`config.mk`:
```
export PLATFORM = sky130hd
export DESIGN_NAME = wb_port_scheduler
export DESIGN_NICKNAME = d
export VERILOG_FILES = /design/src/rtl/wb_port_scheduler.sv
export SDC_FILE = /design/constraint.sdc
export NUM_CORES = 1
export LEC_CHECK = 0
export ABC_AREA = 1
export CORE_MARGIN = 2
export CORE_UTILIZATION = 50
export CTS_CLUSTER_DIAMETER = 50
export CTS_CLUSTER_SIZE = 25
export DETAILED_ROUTE_END_ITERATION = 8
export GPL_TIMING_DRIVEN = 0
export HOLD_SLACK_MARGIN = 0.06
export PLACE_DENSITY_LB_ADDON = 0.3
export SYNTH_ARGS = -nofsm -noshare
export SYNTH_HDL_FRONTEND = slang
export SYNTH_SLANG_ARGS = --single-unit
```
`constraint.sdc`:
```
create_clock -name clk -period 2.2 [get_ports clk]
set_input_delay 0.44 -clock clk [delete_from_list [all_inputs] [get_ports clk]]
set_output_delay 0.44 -clock clk [all_outputs]
set_load 0.02 [all_outputs]
```
`src/rtl/wb_port_scheduler.sv`:
```
// Y86-64 write-back scheduler: serializes 0..2 register writes per
// retiring instruction over one register-file write port.
//
// Ports:
//   clk, rst_n            clock, async active-low reset
//   wb_valid / wb_ready   retiring-instruction handshake (ready only in IDLE)
//   icode,cnd,rA,rB       instruction fields captured at accept
//   valE, valM            ALU result and memory read data
//   reg_we/waddr/wdata    register-file write port (registered)
//   pending_mask          registers with an outstanding write
//   wb_done               one-cycle pulse on the last write-back cycle
//   retired_cnt           completed instructions since reset (wraps)
module wb_port_scheduler #(
  parameter int RSP_IDX = 4,
  parameter int NREG    = 15,
  parameter int CNT_W   = 32
) (
  input  logic             clk,
  input  logic             rst_n,
  input  logic             wb_valid,
  output logic             wb_ready,
  input  logic [3:0]       icode,
  input  logic             cnd,
  input  logic [3:0]       rA,
  input  logic [3:0]       rB,
  input  logic [63:0]      valE,
  input  logic [63:0]      valM,
  output logic             reg_we,
  output logic [3:0]       reg_waddr,
  output logic [63:0]      reg_wdata,
  output logic [NREG-1:0]  pending_mask,
  output logic             wb_done,
  output logic [CNT_W-1:0] retired_cnt
);

  localparam logic [1:0] S_IDLE = 2'd0;
  localparam logic [1:0] S_WR1  = 2'd1;
  localparam logic [1:0] S_WR2  = 2'd2;

  localparam logic [3:0] RSP   = RSP_IDX[3:0];
  localparam logic [3:0] NOREG = 4'hF;

  logic [1:0]       state_q, state_d;
  logic             we_q, we_d;
  logic [3:0]       waddr_q, waddr_d;
  logic [63:0]      wdata_q, wdata_d;
  logic             done_q, done_d;
  logic [NREG-1:0]  pend_q, pend_d;
  logic [CNT_W-1:0] cnt_q, cnt_d;
  logic             w2_en_q, w2_en_d;
  logic [3:0]       w2_addr_q, w2_addr_d;
  logic [63:0]      w2_data_q, w2_data_d;

  logic       e_en, m_en;
  logic [3:0] e_addr, m_addr;
  logic       e_ok, m_ok;
  logic       f_en, s_en;
  logic [3:0] f_addr;
  logic [63:0] f_data;
  logic       accept;

  function automatic logic [NREG-1:0] bit_of(input logic [3:0] a);
    bit_of = NREG'(1) << a;
  endfunction

  // Destination decode straight from the handshake inputs; only
  // used at the accept edge, so no separate capture stage is needed.
  always_comb begin
    e_en   = 1'b0;
    e_addr = rB;
    m_en   = 1'b0;
    m_addr = rA;
    unique case (1'b1)
      (icode == 4'd2): e_en = cnd;
      (icode == 4'd3),
      (icode == 4'd6): e_en = 1'b1;
      (icode == 4'd5): m_en = 1'b1;
      (icode == 4'd8),
      (icode == 4'd9),
      (icode == 4'd10): begin
        e_en   = 1'b1;
        e_addr = RSP;
      end
      (icode == 4'd11): begin
        e_en   = 1'b1;
        e_addr = RSP;
        m_en   = 1'b1;
      end
      default: ;
    endcase
  end

  assign e_ok   = e_en && (e_addr != NOREG);
  assign m_ok   = m_en && (m_addr != NOREG);
  assign f_en   = e_ok || m_ok;
  assign s_en   = e_ok && m_ok;
  assign f_addr = e_ok ? e_addr : m_addr;
  assign f_data = e_ok ? valE : valM;
  assign accept = wb_valid && (state_q == S_IDLE);

  always_comb begin
    state_d   = state_q;
    we_d      = 1'b0;
    waddr_d   = waddr_q;
    wdata_d   = wdata_q;
    done_d    = 1'b0;
    pend_d    = pend_q;
    cnt_d     = done_q ? cnt_q + CNT_W'(1) : cnt_q;
    w2_en_d   = w2_en_q;
    w2_addr_d = w2_addr_q;
    w2_data_d = w2_data_q;
    unique case (state_q)
      S_IDLE: begin
        if (accept) begin
          state_d = S_WR1;
          we_d    = f_en;
          if (f_en) begin
            waddr_d = f_addr;
            wdata_d = f_data;
          end
          done_d  = !s_en;
          pend_d  = (e_ok ? bit_of(e_addr) : '0)
                  | (m_ok ? bit_of(m_addr) : '0);
          w2_en_d   = s_en;
          w2_addr_d = m_addr;
          w2_data_d = valM;
        end
      end
      S_WR1: begin
        if (w2_en_q) begin
          state_d = S_WR2;
          we_d    = 1'b1;
          waddr_d = w2_addr_q;
          wdata_d = w2_data_q;
          done_d  = 1'b1;
          // Only the second destination remains outstanding.
          pend_d  = bit_of(w2_addr_q);
        end else begin
          state_d = S_IDLE;
          pend_d  = '0;
        end
      end
      S_WR2: begin
        state_d = S_IDLE;
        pend_d  = '0;
      end
      default: begin
        state_d = S_IDLE;
        pend_d  = '0;
      end
    endcase
  end

  always_ff @(posedge clk or negedge rst_n) begin
    if (!rst_n) begin
      state_q   <= S_IDLE;
      we_q      <= 1'b0;
      waddr_q   <= '0;
      wdata_q   <= '0;
      done_q    <= 1'b0;
      pend_q    <= '0;
      cnt_q     <= '0;
      w2_en_q   <= 1'b0;
      w2_addr_q <= '0;
      w2_data_q <= '0;
    end else begin
      state_q   <= state_d;
      we_q      <= we_d;
      waddr_q   <= waddr_d;
      wdata_q   <= wdata_d;
      done_q    <= done_d;
      pend_q    <= pend_d;
      cnt_q     <= cnt_d;
      w2_en_q   <= w2_en_d;
      w2_addr_q <= w2_addr_d;
      w2_data_q <= w2_data_d;
    end
  end

  assign wb_ready     = (state_q == S_IDLE);
  assign reg_we       = we_q;
  assign reg_waddr    = waddr_q;
  assign reg_wdata    = wdata_q;
  assign wb_done      = done_q;
  assign pending_mask = pend_q;
  assign retired_cnt  = cnt_q;

endmodule

```
==> qor.txt, run 1 <==
CP arrival: 1.69 ns
clk sinks: 188
DPL Wire Length: 21.8 mm
Synth cell types: 28
Post-synth top cells: nand2_1 (637), dfrtp_1 (188), nand3_1 (175)
Ys Warns: 0
Yosys top cell area share: 46.1%
Synth Flop Type: dfrtp_1
CTS root buf: clkbuf_16
Max Freq: 470 MHz
DIE AREA: 0.0216 mm^2
Core ar.: 0.0201 mm^2
DP Cell Count: 1998
Layout Area Growth over Synthesis: 35.0%
vias in the first global route: 9734
Avg Inst Size Synth: 6.96 um^2
Logic pwr share: 49.0%
Mapped Cells: 1466
layout cell share with drive strength beyond 1: 6.20%
Util after Layout: 68.6%
final net count: 1894
RSZ-0062 raised after global routing: yes
most frequent cell after synthesis: nand2_1
setup TNS: 0 ns
vias: 10.3k
period utilisation layout: 96.7%
H-Tree Depth: 4
post-route ant nets: 0
vias per cell: 5.07
P_sw: 0.00728 W
PortBufs: 261
status: completed
Max FO, Critical Path: 10
CP peak stage delay: 0.41 ns
Bufs on Longest Clock Path: 2
Least-Margin Pin Slew: 0.668 ns
Sw Ratio: 43.6%
Clock power frac: 17.0%
Flop pwr share: 34.1%
Setup Viol. Count Final: 0
relative slew slack: 55.5%
P_leak: 7.24 nW
first-pass GRT wire length: 48.0 mm
Setup WS post-layout: 0.0736 ns
# rows: 52
IO Pins: 262
initial core utilization: 50.8%
Fillers: 1743
Max-Cap Viols: 0
maximum vdd drop: 0.600 mV
largest net degree at the start of global routing: 101
Placer Congestion: 0.909
CTS tree: yes
critical path capture point type: output pin
number of antenna violations at the first check in global routing: 4
Async SR Flop Fraction: 100%
clk slew on worst S/H paths: 0.07 ns
post-layout minimum cycle time: 2.13 ns
Overflow after GRT: 0
WP data required: 1.76 ns
syn nets: 1611
Crit Path Class: register to output pin
worst clock skew: 0.00672 ns
Slowest cell on crit path: dfrtp_1
WL/cell: 14.7 um
HP Class: input port to register
Pwr Density: 1210 mW/mm^2
Layout Cells excl Fill: 2033
Internal: 0.00944 W
DR pass1 iterations: 5
pre-CTS WS: -0.488 ns
Detailed Route Iter0 Violations: 627
die width: 147 um
Clk Latency, worst-skew pair: 0.43 ns
Area contributors post-synth: dfrtp_1 (46%), nand2_1 (23%), nand3_1 (8.6%), inv_1 (6.3%), o21ai_0 (3.5%)
Seq cells post-synth: 188
EDFF count, synth: 0
worst-path cell chain: nor2_4 -> buf_2 -> dlygate4sd2_1
Die Y-Extent: 147 um
gr usage total: 27.6%
Synth Cell Area: 0.0102 mm^2
post-synth top area cell: dfrtp_1
sequential area share after synthesis: 46.1%
CTS buffer count: 17
CP startpoint kind: register
final hold violations: 0
WL final: 29.9 mm
Slew Limit Fails: 0
Pwr Total: 0.0167 W
# DRC: 0
[final timing paths]
check | start | to | slack [ns] | cells after the start
worst max-delay path | state_q[0] | wb_ready | 0.07 | 3
worst min-delay path | rA[2] | w2_addr_q[2] | 0.45 | 3
worst max register to register | state_q[0] | reg_wdata[8] | 0.15 | 7
worst min register to register | reg_wdata[10] | reg_wdata[10] | 0.48 | 2
max in group asynchronous | rst_n | reg_wdata[1] | 0.63 | 3
min in group asynchronous | rst_n | reg_wdata[34] | 0.61 | 2
[critical path, delay by kind of cell, from the launching register on]
family                 cells  cell delay, ns
and+or+nand+nor            1            0.24
buffers and inverters      2            0.62
DFF                        1            0.41
[flip-flops by register name (all words and copies together) (netlist names)]
register and flops:
reg_waddr 4, w2_addr_q 4, w2_en_q 1, reg_wdata 64, state_q 2, reg_we 1, w2_data_q 64, wb_done 1
pending_mask 15, retired_cnt 32
[area by class of cell]
type,count,area [um^2],share of cell area [%]
inverter,178,671,4.87
timing repair buffer,265,2680,19.4
clock buffer,18,429,3.11
tap,270,338,2.45
clock inverter,11,90.1,0.654
buffer,74,372,2.70
multi-input combinational,1025,4490,32.6
antenna,4,10.0,0.0726
sequential,188,4700,34.1
[power groups by stage]
stage	logic, W	registers (W)	clock network (W)
6_report	0.00819	0.00570	0.00284
3_5_place_dp	0.00809	0.00573	0
5_1_grt	0.00905	0.00585	0.00301
4_1_cts	0.00814	0.00568	0.00287
3_3_place_gp	0.00792	0.00570	0
2_1_floorplan	0.00407	0.00645	0
[per-stage QoR]
step                area, um^2  hold slack [ns]
global placement         13200            0.462
floorplan                10200            0.144
CTS                      13700            0.483
detailed placement       13200            0.464
finish                   13800            0.449
global route             13800            0.450
[what timing repair did]
item,4_1_cts,5_1_grt
hold endpoints to repair,54,0
hold buffers,1,0
setup buffers,0,2
gates resized for setup,3,26
endpoints found under the setup margin,25,122
[layer usage]
layer | up-vias | global-route usage, % | part of all wire [%]
met5 | - | 0 | 0
met4 | 0 | 9.85 | 2.1
met3 | 33 | 4.16 | 6.6
met2 | 378 | 45.4 | 48
met1 | 4814 | 37.4 | 43
li1 | 5080 | - | -
[cells by family after synthesis]
kind of cell	after synthesis	synth area share, %
buf+inv	253	10.1
flops	188	46.1
simple gates	924	37.8
compound gates	74	3.68
fa+ha+maj	1	0.123
xor+xnor	26	2.23
[cells in the final DEF, fill, tap and decap left out, types with 2 or more instances in the layout]
cell type,count
inv_2,4
xnor2_1,10
nand2_4,2
o21ai_0,72
nand4_1,25
buf_2,29
nand3_1,175
dfrtp_1,188
dlymetal6s2s_1,3
clkbuf_16,17
xor2_1,16
buf_1,4
buf_8,2
inv_1,172
inv_6,4
diode_2,4
nor2_1,41
buf_6,3
clkinvlp_4,4
nor2_4,2
buf_4,4
nor2_2,6
clkbuf_1,25
nand2_2,13
clkbuf_2,10
clkdlybuf4s50_1,256
nand2_1,637
nor3_1,20
(Power assumes the default switching activity.)
==> run 2: changes to the inputs <==
--- a/config.mk
+++ b/config.mk
@@ -11,9 +11,10 @@
 export CTS_CLUSTER_DIAMETER = 50
 export CTS_CLUSTER_SIZE = 25
 export DETAILED_ROUTE_END_ITERATION = 8
+export GPL_ROUTABILITY_DRIVEN = 0
 export GPL_TIMING_DRIVEN = 0
 export HOLD_SLACK_MARGIN = 0.06
-export PLACE_DENSITY_LB_ADDON = 0.3
+export PLACE_DENSITY_LB_ADDON = 0.12
 export SYNTH_ARGS = -nofsm -noshare
 export SYNTH_HDL_FRONTEND = slang
 export SYNTH_SLANG_ARGS = --single-unit
==> qor.txt, run 2 (synthesized netlist as in run 1, its figures left out) <==
clk slew on worst S/H paths: 0.08 ns (about the same)
CTS buffer count: 17 (unchanged)
worst clock skew: 0.0122 ns (+0.00544 ns)
commonest cells after routing, fill and taps aside: nand2_1 (637), clkdlybuf4s50_1 (255), dfrtp_1 (188), nand3_1 (175), inv_1 (172)
RSZ-0062 raised after global routing: yes
setup TNS: 0 ns (unchanged)
WL final: 29.4 mm (-1.7%)
final net count: 1892 (-0.11%)
relative slew slack: 45.2% (-10 points)
CTS tree: yes
Layout Area Growth over Synthesis: 35.4%
Max Freq: 471 MHz (about the same)
H-Tree Depth: 4 (unchanged)
Bufs on Longest Clock Path: 2 (unchanged)
# rows: 52 (unchanged)
vias in the first global route: 9773 (+0.40%)
CP startpoint kind: register
Overflow after GRT: 0 (unchanged)
DR pass1 iterations: 6 (+1)
largest net degree at the start of global routing: 112 (+11%)
status: completed
period utilisation layout: 96.6% (about the same)
DPL Wire Length: 21.5 mm (-1.5%)
CP arrival: 1.69 ns (about the same)
clk sinks: 188 (unchanged)
die width: 147 um (unchanged)
maximum vdd drop: 0.662 mV (+10%)
initial core utilization: 50.8% (unchanged)
layout cell share with drive strength beyond 1: 6.48% (+0.28 points)
vias: 10.3k (-0.31%)
# DRC: 0 (unchanged)
Least-Margin Pin Slew: 0.823 ns (+0.155 ns)
Slew Limit Fails: 0 (unchanged)
P_leak: 7.29 nW (+0.65%)
HP Class: input port to async pin
Critical Path Start: state_q[1]
Max-Cap Viols: 0 (unchanged)
IO Pins: 262 (unchanged)
Max FO, Critical Path: 10 (unchanged)
Setup WS post-layout: 0.0748 ns (+0.00117 ns)
ant diodes: 0 (-4)
WP data required: 1.76 ns (about the same)
post-route ant nets: 0 (unchanged)
cts hold-fix bufs: 0 (-1)
post-layout minimum cycle time: 2.13 ns (-0.00117 ns)
pre-CTS WS: -0.488 ns (+0.00000700 ns)
Crit Path Class: register to output pin
Core ar.: 0.0201 mm^2 (unchanged)
WL/cell: 14.5 um (-1.6%)
Clk Latency, worst-skew pair: 0.43 ns (about the same)
Pwr Density: 1220 mW/mm^2 (+0.45%)
vias per cell: 5.06 (-0.16%)
critical path capture point type: output pin
DIE AREA: 0.0216 mm^2 (unchanged)
Detailed Route Iter0 Violations: 618 (-1.4%)
Pwr Total: 0.0168 W (+0.69%)
R2R Path Start: retired_cnt[1]
Setup Viol. Count Final: 0 (unchanged)
CTS root buf: clkbuf_16
commonest non-fill, non-tap cell in the layout: nand2_1
Die Y-Extent: 147 um (unchanged)
final hold violations: 0 (unchanged)
first-pass GRT wire length: 48.1 mm (+0.32%)
gr usage total: 27.6% (+0.028 points)
Setup Fix Bufs, Post-CTS: 0 (unchanged)
number of antenna violations at the first check in global routing: 0 (-4)
PortBufs: 261 (unchanged)
run 2: cell types whose count changed in the layout (fill, tap and decap cells not counted), sizes merged:
cell	previous run	this run
dlygate4sd3	1	0
clkdlybuf4s50	256	255
inv	182	185
clkinv	3	6
buf	43	40
clkinvlp	4	0
clkbuf	53	56
dlymetal6s2s	3	4
diode	4	0
run 2: final cells by class:
cell class	instances	area (um^2)
Clock inverter	13	121
Tap cell	270	338
Buffer	75	379
Multi-Input combinational cell	1025	4510
Sequential cell	188	4700
Timing Repair Buffer	262	2650
Inverter	178	671
Fill cell	1749	6290
Clock buffer	19	443
run 2: path summary, 6_finish.rpt:
kind	to	slack (ns)	depth (start not counted)
max in group asynchronous	reg_wdata[0]	1.25	2
worst max register to register	retired_cnt[26]	0.13	8
min in group clk	reg_wdata[33]	0.48	2
worst min register to register	reg_wdata[33]	0.48	2
worst min-delay path	retired_cnt[14]	0.07	1
worst max-delay path	wb_ready	0.07	3
run 2: what timing repair did:
item / in CTS / in global routing
endpoints found under the setup margin: 32 / 127
resized for setup: 6 / 29
pin swaps: 0 / 0
run 2: report_power, final:
group / switching, W / internal, W
clock: 0.00145 / 0.00153
sequential: 0.000816 / 0.00486
combinational: 0.00504 / 0.00315
total: 0.00731 / 0.00953
run 2: worst max-delay path, stage by stage, from the launching register on:
cell and delay, ns:
dfrtp_1 0.43, nor2_4 0.20, buf_2 0.25, dlygate4sd2_1 0.37
run 2: layer usage:
metal | wire length [um] | part of all wire (%) | global-route usage [%] | up-vias
li1 | - | - | - | 5086
met1 | 13000 | 44 | 37.5 | 4783
met2 | 14000 | 48 | 45.0 | 349
met3 | 1590 | 5.4 | 4.72 | 55
met4 | 862 | 2.9 | 9.71 | 0
met5 | 0 | 0 | 0 | -
run 2: metrics by stage:
stage | hold slack (ns) | area [um^2] | util (%) | std cells
floorplan | 0.144 | 10200 | - | 1466
global placement | 0.462 | 13200 | 65.4 | 1997
detailed placement | 0.464 | 13200 | 65.6 | 1998
CTS | 0.0942 | 13800 | 68.5 | 2030
global route | 0.110 | 13800 | 68.7 | 2030
finish | 0.0650 | 13800 | 68.7 | 2030
==> run 3: changes to the inputs <==
--- a/config.mk
+++ b/config.mk
@@ -6,8 +6,8 @@
 export NUM_CORES = 1
 export LEC_CHECK = 0
 export ABC_AREA = 1
-export CORE_MARGIN = 2
-export CORE_UTILIZATION = 50
+export CORE_MARGIN = 10
+export CORE_UTILIZATION = 45
 export CTS_CLUSTER_DIAMETER = 50
 export CTS_CLUSTER_SIZE = 25
 export DETAILED_ROUTE_END_ITERATION = 8
==> qor.txt, run 3 (synthesized netlist as in run 1, its figures left out) <==
status: completed
Setup WS post-layout: 0.141 ns (+0.0659 ns)
clk sinks: 188 (unchanged)
Die Y-Extent: 171 um (+16%)
clk slew on worst S/H paths: 0.08 ns (about the same)
DIE AREA: 0.0291 mm^2 (+35%)
Layout Area Growth over Synthesis: 36.3%
P_leak: 7.29 nW (about the same)
CP top delay family: buffers and inverters
vias in the first global route: 10.2k (+3.9%)
CP peak stage delay: 0.57 ns (+0.14 ns)
Max-Cap Viols: 0 (unchanged)
CTS root buf: clkbuf_16
first-pass GRT wire length: 52.2 mm (+8.5%)
pre-CTS WS: -0.534 ns (-0.0457 ns)
Crit Path Class: input port to register
largest net degree at the start of global routing: 118 (+5.4%)
initial core utilization: 45.4% (-5.4 points)
Slowest cell on crit path: clkdlybuf4s50_1
RSZ-0062 raised after global routing: no
vias: 10.1k (-2.1%)
HP Class: input port to register
DR pass1 iterations: 5 (-1)
Internal: 0.00967 W (+1.5%)
post-route ant nets: 0 (unchanged)
Pwr Total: 0.0171 W (+1.4%)
worst-path cell chain: clkdlybuf4s50_1 -> inv_1 -> nor2_2 -> nand2_4 -> nand2_8 -> nand2_1 -> nand2_2 -> nand2_4 -> inv_4 -> buf_6 -> buf_6 -> nand2_1 -> nand2_1
vias per cell: 4.90 (-3.2%)
Sw Ratio: 43.4% (about the same)
Bufs on Longest Clock Path: 2 (unchanged)
die width: 171 um (+16%)
WL final: 32.2 mm (+9.6%)
H-Tree Depth: 4 (unchanged)
number of antenna violations at the first check in global routing: 4 (+4)
P_sw: 0.00740 W (+1.3%)
Clock power frac: 18.6% (+0.9 points)
worst clock skew: 0.0204 ns (+0.00819 ns)
PortBufs: 261 (unchanged)
DPL Wire Length: 23.7 mm (+10%)
period utilisation layout: 93.6% (-3.0 points)
gr usage total: 22.4% (-5.2 points)
crit-path most repeated cell: nand2_1
# rows: 55 (+5.8%)
Flop pwr share: 33.1% (-0.6 points)
Max Freq: 486 MHz (+3.2%)
CP startpoint kind: input port
# DRC: 0 (unchanged)
CTS tree: yes
commonest cells after routing, fill and taps aside: nand2_1 (637), clkdlybuf4s50_1 (256), dfrtp_1 (188), nand3_1 (175), inv_1 (172)
Bufs and invs on worst path: 5 (+3)
commonest non-fill, non-tap cell in the layout: nand2_1
Least-Margin Pin Slew: 0.634 ns (-0.188 ns)
Clk Latency, worst-skew pair: 0.44 ns (about the same)
CP arrival: 2.43 ns (+0.74 ns)
WL/cell: 15.7 um (+8.3%)
relative slew slack: 57.7% (+13 points)
Slew Limit Fails: 0 (unchanged)
Overflow after GRT: 0 (unchanged)
CTS buffer count: 17 (unchanged)
post-layout minimum cycle time: 2.06 ns (-0.0659 ns)
IO Pins: 262 (unchanged)
Setup Viol. Count Final: 0 (unchanged)
maximum vdd drop: 0.600 mV (-9.3%)
WP data required: 2.57 ns (+0.81 ns)
Max FO, Critical Path: 10 (unchanged)
Logic pwr share: 48.3% (-0.3 points)
final net count: 1895 (+0.16%)
layout cell share with drive strength beyond 1: 6.52% (+0.046 points)
Core ar.: 0.0225 mm^2 (+12%)
critical path capture point type: register
Detailed Route Iter0 Violations: 803 (+30%)
Pwr Density: 1230 mW/mm^2 (+0.72%)
final hold violations: 0 (unchanged)
==> run 3: cell count changes in the layout (fill, tap and decap cells not counted), moves of 2 or more <==
| cell | before | now |
|---|---|---|
| diode_2 | 0 | 5 |
| clkinv_2 | 2 | 0 |
| inv_6 | 5 | 1 |
| clkbuf_2 | 13 | 11 |
| buf_4 | 2 | 4 |
| clkinvlp_4 | 0 | 2 |
| inv_8 | 3 | 5 |
==> run 3: worst paths after layout <==
path | start | end | slack (ns) | cells after the start
max | rB[1] | reg_wdata[4] | 0.14 | 13
min | rA[0] | w2_addr_q[0] | 0.34 | 3
max reg2reg | state_q[1] | w2_data_q[61] | 0.19 | 8
min reg2reg | reg_wdata[34] | reg_wdata[34] | 0.48 | 2
max in group asynchronous | rst_n | reg_waddr[1] | 0.67 | 3
min in group asynchronous | rst_n | retired_cnt[14] | 0.54 | 2
==> run 3: tightest hold or removal path, cell delays in order <==
cell and delay (ns):
dlymetal6s2s_1 0.17, nand2_1 0.07, o21ai_0 0.06
==> run 3: area by class of cell <==
cell class              instances  area [um^2]
fillers                      2118         8590
flip-flops and latches        188         4700
multi-input cells            1025         4510
repair buffers                265         2670
inverters                     178          671
clock buffers                  19          453
plain buffers                  75          378
well taps                     285          357
clock inverters                13          153
diodes                          5         12.5
==> run 3: metal layers <==
layer  share of wire [%]  wire length (um)  track usage [%]  vias to the layer above
li1                    -                 -                -                     5094
met1                  44             14100             28.1                     4653
met2                  47             15300             36.6                      283
met3                 7.0              2240             6.43                       32
met4                 1.8               594             6.64                        0
met5                   0                 0                0                        -
==> run 3: what timing repair did <==
item,4_1_cts,5_1_grt
endpoints found under the setup margin,38,139
endpoints found under the hold margin,71,0
hold buffers,1,0
pin swaps,0,1
gates resized for setup,4,31
setup buffers,0,2
==> run 3: power by group through the flow <==
stage | combinational, W | clock (W) | sequential (W)
floorplan | 0.00407 | 0 | 0.00645
CTS | 0.00830 | 0.00324 | 0.00564
global placement | 0.00813 | 0 | 0.00567
finish | 0.00824 | 0.00318 | 0.00564
detailed placement | 0.00825 | 0 | 0.00569
global route | 0.00928 | 0.00340 | 0.00584
==> run 3: metrics by stage <==
| stage | utilization (%) | setup TNS [ns] | hold WS, ns | std cells | instance area (um^2) |
|---|---|---|---|---|---|
| finish | 61.8 | 0 | 0.341 | 2053 | 13900 |
| global route | 61.8 | 0 | 0.412 | 2050 | 13900 |
| CTS | 61.5 | 0 | 0.483 | 2046 | 13800 |
| detailed placement | 58.7 | -43.75 | 0.452 | 2013 | 13200 |
| global placement | 58.6 | -1435.16 | 0.461 | 2012 | 13200 |
| floorplan | - | 0 | 0.144 | 1466 | 10200 |
